[src/rtl/vga_timing_rx.sv]
// Receive-side VGA timing decoder: rebuilds pixel coordinates from hsync/vsync/vidon,
// measures line and frame geometry, and locks once consecutive frames match.
//
// state   | meaning
// SEARCH  | no frame reference yet; wait for the first vsync fall
// MEASURE | qualifying frames; good counts consecutive matching frames
// LOCKED  | timing matches; a bad frame pulses timing_err and drops to MEASURE
module vga_timing_rx #(
    parameter int H_TOTAL     = 800,
    parameter int V_TOTAL     = 521,
    parameter int H_ACTIVE    = 640,
    parameter int V_ACTIVE    = 480,
    parameter int LOCK_FRAMES = 2
) (
    input  logic       clk25,
    input  logic       rst,
    input  logic       hsync_in,
    input  logic       vsync_in,
    input  logic       vidon_in,
    output logic       pix_valid,
    output logic [9:0] x,
    output logic [9:0] y,
    output logic       frame_start,
    output logic [9:0] line_len,
    output logic [9:0] frame_lines,
    output logic       locked,
    output logic       timing_err
);

    localparam logic [9:0]  H_TOT    = 10'(H_TOTAL);
    localparam logic [9:0]  H_ACT    = 10'(H_ACTIVE);
    localparam logic [10:0] V_TOT    = 11'(V_TOTAL);
    localparam logic [9:0]  V_ACT    = 10'(V_ACTIVE);
    localparam logic [10:0] WD_LINES = 11'(2 * V_TOTAL);
    localparam logic [3:0]  LOCK_N   = 4'(LOCK_FRAMES);

    typedef enum logic [1:0] {SEARCH, MEASURE, LOCKED} state_t;

    state_t      state;
    logic        hs1, hs2, vs1, vs2, vo1;
    logic        line_vid, frame_err;
    logic [9:0]  hcnt, pcnt, acnt;
    logic [10:0] lcnt;
    logic [3:0]  good;

    logic        hfall, vfall, hcnt_sat, line_bad, frame_err_end, frame_good;
    logic [9:0]  meas_len, pcnt_base, acnt_end, acnt_base;
    logic [10:0] lcnt_inc;
    logic [3:0]  good_inc;

    assign hfall     = hs2 & ~hs1;
    assign vfall     = vs2 & ~vs1;
    assign hcnt_sat  = (hcnt == 10'h3ff);
    assign meas_len  = hcnt_sat ? 10'h3ff : hcnt + 10'd1;
    assign line_bad  = (meas_len != H_TOT) || ((pcnt != 10'd0) && (pcnt != H_ACT));
    // A line that ends in the same cycle as a vsync fall still belongs to the old frame.
    assign frame_err_end = frame_err | (hfall & line_bad) | (hcnt_sat & ~hfall);
    assign acnt_end  = acnt + {9'd0, hfall & line_vid};
    assign acnt_base = vfall ? 10'd0 : acnt_end;
    assign pcnt_base = hfall ? 10'd0 : pcnt;
    assign lcnt_inc  = (lcnt == 11'h7ff) ? lcnt : lcnt + 11'd1;
    assign good_inc  = good + 4'd1;
    assign frame_good = (lcnt == V_TOT) && (acnt_end == V_ACT) && !frame_err_end;

    always_ff @(posedge clk25) begin
        if (rst) begin
            hs1         <= 1'b0;
            hs2         <= 1'b0;
            vs1         <= 1'b0;
            vs2         <= 1'b0;
            vo1         <= 1'b0;
            line_vid    <= 1'b0;
            frame_err   <= 1'b0;
            hcnt        <= '0;
            pcnt        <= '0;
            acnt        <= '0;
            lcnt        <= '0;
            good        <= '0;
            state       <= SEARCH;
            pix_valid   <= 1'b0;
            x           <= '0;
            y           <= '0;
            frame_start <= 1'b0;
            line_len    <= '0;
            frame_lines <= '0;
            locked      <= 1'b0;
            timing_err  <= 1'b0;
        end else begin
            hs1         <= hsync_in;
            hs2         <= hs1;
            vs1         <= vsync_in;
            vs2         <= vs1;
            vo1         <= vidon_in;
            pix_valid   <= vo1;
            frame_start <= vfall;
            timing_err  <= 1'b0;

            if (hfall) begin
                hcnt     <= '0;
                line_len <= meas_len;
                line_vid <= vo1;
            end else begin
                if (!hcnt_sat)
                    hcnt <= hcnt + 10'd1;
                if (vo1)
                    line_vid <= 1'b1;
            end

            if (vo1) begin
                x    <= pcnt_base;
                y    <= acnt_base;
                pcnt <= (pcnt_base == 10'h3ff) ? pcnt_base : pcnt_base + 10'd1;
            end else begin
                pcnt <= pcnt_base;
            end

            acnt      <= acnt_base;
            frame_err <= vfall ? 1'b0 : frame_err_end;

            if (vfall) begin
                lcnt        <= {10'd0, hfall};
                frame_lines <= (lcnt > 11'd1023) ? 10'h3ff : lcnt[9:0];
            end else if (hfall) begin
                lcnt <= lcnt_inc;
            end

            // Too many lines without a frame boundary means vsync is gone.
            if (!vfall && lcnt >= WD_LINES) begin
                state  <= SEARCH;
                locked <= 1'b0;
                good   <= '0;
            end else if (vfall) begin
                case (state)
                    SEARCH: begin
                        state <= MEASURE;
                        good  <= '0;
                    end
                    MEASURE: begin
                        if (frame_good) begin
                            good <= good_inc;
                            if (good_inc >= LOCK_N) begin
                                state  <= LOCKED;
                                locked <= 1'b1;
                            end
                        end else begin
                            good <= '0;
                        end
                    end
                    LOCKED: begin
                        if (!frame_good) begin
                            timing_err <= 1'b1;
                            good       <= '0;
                            locked     <= 1'b0;
                            state      <= MEASURE;
                        end
                    end
                    default: state <= SEARCH;
                endcase
            end
        end
    end

endmodule

[config.mk]
export PLATFORM = sky130hd
export DESIGN_NAME = vga_timing_rx
export DESIGN_NICKNAME = d
export VERILOG_FILES = /design/src/rtl/vga_timing_rx.sv
export SDC_FILE = /design/constraint.sdc
export NUM_CORES = 1
export LEC_CHECK = 0
export BUFFER_PORTS_ARGS = -buffer_cell sky130_fd_sc_hd__buf_4
export CAP_MARGIN = 10
export CORE_ASPECT_RATIO = 0.75
export CORE_MARGIN = 5
export CORE_UTILIZATION = 53
export CTS_CLUSTER_SIZE = 10
export DETAILED_ROUTE_END_ITERATION = 7
export PLACE_DENSITY = 0.73
export SLEW_MARGIN = 40
export SYNTH_ARGS = -nofsm -noshare
export SYNTH_HDL_FRONTEND = slang
export SYNTH_SLANG_ARGS = --single-unit
[constraint.sdc]
create_clock -name clk25 -period 3.98 [get_ports clk25]
set_clock_uncertainty 0.1 [all_clocks]
set_input_delay 0.597 -clock clk25 [delete_from_list [all_inputs] [get_ports clk25]]
set_output_delay 0.597 -clock clk25 [all_outputs]
set_load 0.05 [all_outputs]
-- After elaboration in Yosys (flattened, before gate mapping)
Cells that the tools add are included.
- register bits after elaboration: 98
- word-level logic and storage cells: 101
- add/sub/neg operators: 5
- magnitude comparators: 3
- equal/unequal tests: 13
- muxes and demuxes: 23
- bitwise logic cells: 13
- reductions and logical operators: 22
- operators with widths (kind ; count):
    $mux W10 ; 6
    $add A10 B1 Y10 const B ; 2
    $eq A10 B10 Y1 const B ; 2
    $ne A10 B10 Y1 const B ; 2
    $pmux W4 S3 ; 1
    $add A11 B1 Y11 const B ; 1
    $eq A11 B10 Y1 const B ; 1
    $eq A11 B11 Y1 const B ; 1
    $ge A11 B11 Y1 const B ; 1
    $gt A11 B10 Y1 const B ; 1
    $add A10 B1 Y10 ; 1
    $eq A10 B9 Y1 const B ; 1
    $reduce_bool A10 Y1 ; 1
    $mux W1 ; 9
    $mux W4 ; 2
    $ne A2 B2 Y1 const B ; 4
    $mux W2 ; 3
    $not A1 Y1 ; 6
    $pmux W2 S3 ; 1
    $reduce_bool A2 Y1 ; 3
    $reduce_or A2 Y1 ; 3
    $and A1 B1 Y1 ; 5
    $reduce_and A5 Y1 ; 1
    $add A4 B1 Y4 const B ; 1
    14 further kinds ; 20

-- Depth between registers and ports, before layout
- depth in word-level cells: 11
- gate-level depth with buffers: 14
- depth with buffers taken out: 11

-- Worst setup path before layout
Ideal clock, no wire load.
- path type: reg2reg
- from: register hs1
- to: register locked
- library setup time: 91 ps
- arrival time: 2772 ps
- data required time: 3789 ps
- path slack: 1017 ps
- stages on the path, launching flop included: 14
- cells stage by stage: dfxtp_1 > nand2b_1 > clkbuf_1 > clkbuf_1 > nor2_1 > ha_1 > ha_1 > buf_2 > or4_1 > nand4_1 > o211ai_2 > nor3_4 > a31oi_1 > a311oi_1
- longest elaborated chain between the ends: 9
- elaborated cells on any way between the ends: 16
- RTL lines (item ; line ; text):
    start, declared ; 40 ; logic hs1, hs2, vs1, vs2, vo1;
    start signal, assigned ; 89 ; hs1 <= hsync_in;
    $not A1 Y1 (*) ; 51 ; assign hfall = hs2 & ~hs1;
    $and A1 B1 Y1 (*) ; 51 ;
    $and A1 B1 Y1 (tied with other cells) ; 58 ; assign acnt_end = acnt + {9'd0, hfall & line_vid};
    $add A10 B1 Y10 (tied with other cells) ; 58 ;
    $eq A10 B9 Y1 or $or A1 B1 Y1 (tied branches) ; 63, 57 ;
    $logic_and A1 B1 Y1 or $logic_not A1 Y1 (tied branches) ; 63 ; assign frame_good = (lcnt == V_TOT) && (acnt_end == V_ACT) && !frame_err_end;
    $logic_and A1 B1 Y1 (*) ; 63 ;
    $ne A2 B2 Y1 (no source line) ; n/a ;
    $reduce_and A5 Y1 (no source line) (*) ; n/a ;
    end signal, assigned ; 86 ; locked <= 1'b0;
    end signal, assigned ; 130 ; locked <= 1'b0;
    end signal, assigned ; 143 ; locked <= 1'b1;
    end, declared ; 26 ; output logic locked,
Mark *: on every way between the ends. The rest lies on a longest branch, timed or not.
A chain may end at the register's enable or synchronous reset.

-- Worst setup path in the final report
Same ends and word-level chain as after synthesis.

==> summary.txt <==
Setup path
  – CP Max Fanout: 9
  – Crit start category: register
  – WP data arrival: ~3000 ps
  – CP required: approximately 4200 ps
  – Crit end category: register
  – Critical path type: register to register

Logic synthesis
  – Post-Synthesis Cells: between 500 and 600
  – Most frequent cell after synthesis: dfxtp_1
  – Synth Net Count: about 540
  – FFs w/ async S/R, synth: 0%
  – Post-synth top cells: 98 x dfxtp_1, 81 x nor2_1, 35 x nand2_1
  – Yosys warns: 0
  – Most area-hungry cell type in the Yosys netlist: dfxtp_1
  – Largest cells by area after synthesis: dfxtp_1 44%, nor2_1 6.9%, xor2_1 3.8%
  – Register bit total from synthesis: between 90 and 100
  – Register area share after synthesis: between 40 and 50%
  – Top-area cell type share of the netlist area: between 40% and 50%
  – Syn Area/Cell: 8.47 um^2
  – EDFF count, synth: 0
  – Post-Syn Area: around 0.0044 mm^2
  – Yosys cell types: 57
  – Primary FF master, synth: dfxtp_1

Detailed routing
  – DRT iter0 DRCs: ~230
  – DR pass1 iterations: 5
  – Metal-1 WL: 5.06 mm
  – Top sig layer: met4
  – Post-DR wirelength/cell: ~15 um
  – Routed wire length: between 9 and 10 mm
  – Vias post-DR: around 3700
  – Met2 wire length: roughly 4.2 mm
  – Length of routed met3 wiring: between 500 and 600 um
  – Average vias per placed instance: 5.61
  – DRC: 0
  – Final ANT Viol Nets: 0

GRT
  – Initial antenna violation count: 0
  – First-pass GRT wire length: about 17 mm
  – Grt total ovfl: 0
  – Total GRT Usage: 20.5%
  – Vias in the first global route: roughly 3400
  – Largest net degree at the start of global routing: 60

Cells and area
  – Final-layout fill cell count: 721
  – Share of post-route cells with drive strength above 1: 14.7%
  – Final instance area: slightly above 0.005 mm^2
  – Area Growth Syn to Fin: 14.2%
  – Ant. Diodes: 0
  – # nets final: roughly 570

STA
  – Slew HR: 50.8%
  – Final hold vios: 0
  – Final Critical Period: around 2800 ps
  – Max Clk Rate: 357 MHz
  – Final WS setup: around 1200 ps
  – Max-slew violations: 0
  – Final worst-path cycle share: between 70% and 80%
  – Sum Neg Setup Slack: 0 ps
  – Worst slew pin tran: 739 ps
  – Hold WS: between 300 and 400 ps
  – RSZ-0062 raised after global routing: false
  – Final setup fails: 0

CTS
  – Clock latency on the worst-skew pair: between 300 and 400 ps
  – Max Root-Sink Buffers: 2
  – Post-CTS Setup Bufs: 0
  – CTS Buf Count: 9
  – H-tree lvl count: 3
  – Root Buffer: clkbuf_8
  – CTS clock-pin slew for the worst setup and hold paths: around 100 ps
  – CTS tree: built
  – Hold-fix buffers, CTS: 0
  – TritonCTS Sinks: between 90 and 100
  – Post-cts gate resize count: 0

Placed design
  – Final Wtd Congestion: roughly 0.91
  – Post-place instance area: 0.00481 mm^2
  – Post-place setup slack: about 1200 ps
  – I/O Buffers: 48
  – Detailed Place HPWL: between 6 and 7 mm

Outcome
  – Status: finished, final reports clean

Min path
  – Hold Path Class: input pin to register

Floorplan
  – Core area: approximately 0.008 mm^2
  – Initial Utilization: 55.3%
  – IO Count: between 40 and 50
  – Die H: 89.0 um
  – Total Die Area: approximately 0.010 mm^2
  – Die W: around 120 um
  – FP Rows: 28

Power
  – Static leakage: about 1.9 nW
  – Overall power: around 1.9 mW
  – Power per cell area: 370 mW/mm^2
  – Maximum vdd drop: approximately 260 uV

Job
  – Max Cap Viol: 0
-- report_power, final --
part	switching, mW	leakage (nW)	internal, mW
registers	0.0170	0.793	0.997
clock network	0.350	0.116	0.377
logic	0.0861	1.03	0.0380
-- registers in the layout (all words and copies together), names as in the netlist, 4 cells and up --
signal,count
pcnt,10
line_len,10
frame_lines,10
acnt,10
good,4
x,10
lcnt,11
y,10
hcnt,10
-- worst max-delay path, cell delays in order, from the launching register on --
cell and delay, ps:
dfxtp_1 320, nand2b_1 150, nor2_1 100, ha_1 200
ha_1 330, nand3_1 140, xnor2_1 170, nor4_1 350
o211ai_2 200, nor3_4 280, a31oi_1 140, a311oi_1 250
-- routing by layer --
metal  up-vias  track usage, %
met5         -               0
met3        10            5.41
met1      1744            29.1
li1       1872               -
met4         0            6.08
met2        97            30.8
-- logic make-up (layout without fill, tap and decap cells) --
kind of cell,after synthesis,count (layout),share of synthesized area [%]
AND/OR/NAND/NOR,245,245,28.5
AO/OA/AOI/OAI,87,87,12.8
flip-flops,98,98,44.4
buffers and inverters,44,82,4.00
XOR/XNOR,33,33,6.55
adder cells (fa/ha/maj),9,9,2.55
multiplexers,5,5,1.13
-- cells in the final DEF, fill, tap and decap left out, drive strengths merged, types with 9 or more instances in the layout --
master and n:
nand4 12, clkbuf 11, nor2b 19, inv 16, buf 52, xnor2 14
ha 9, nand2 36, xor2 19, nor2 81, dfxtp 98, o21ai 15
nor3 21, nand3 31, a21oi 30
-- cell type report --
cell class              count  area [um^2]  share of cell area, %
well taps                 105          131                   2.61
clock inverters             5         85.1                   1.69
flip-flops and latches     98         1960                   38.9
repair buffers             52          390                   7.74
clock buffers              11          141                   2.80
inverters                  14         52.6                   1.04
multi-input cells         379         2280                   45.2
-- path summary, 6_finish.rpt --
| kind | slack (ps) | end | start | depth (start not counted) |
|---|---|---|---|---|
| min reg2reg | 360 | frame_lines[8] | frame_lines[8] | 2 |
| max | 1180 | locked | hs1 | 11 |
| min | 330 | vo1 | vidon_in | 2 |
| max reg2reg | 1180 | locked | hs1 | 11 |
-- through the flow --
step	util, %	instances
floorplan	-	521
global placement	60.2	648
detailed placement	60.2	648
CTS	63.1	664
global route	63.1	664
finish	63.1	664
Note: power is estimated with default switching activity, not from simulation.
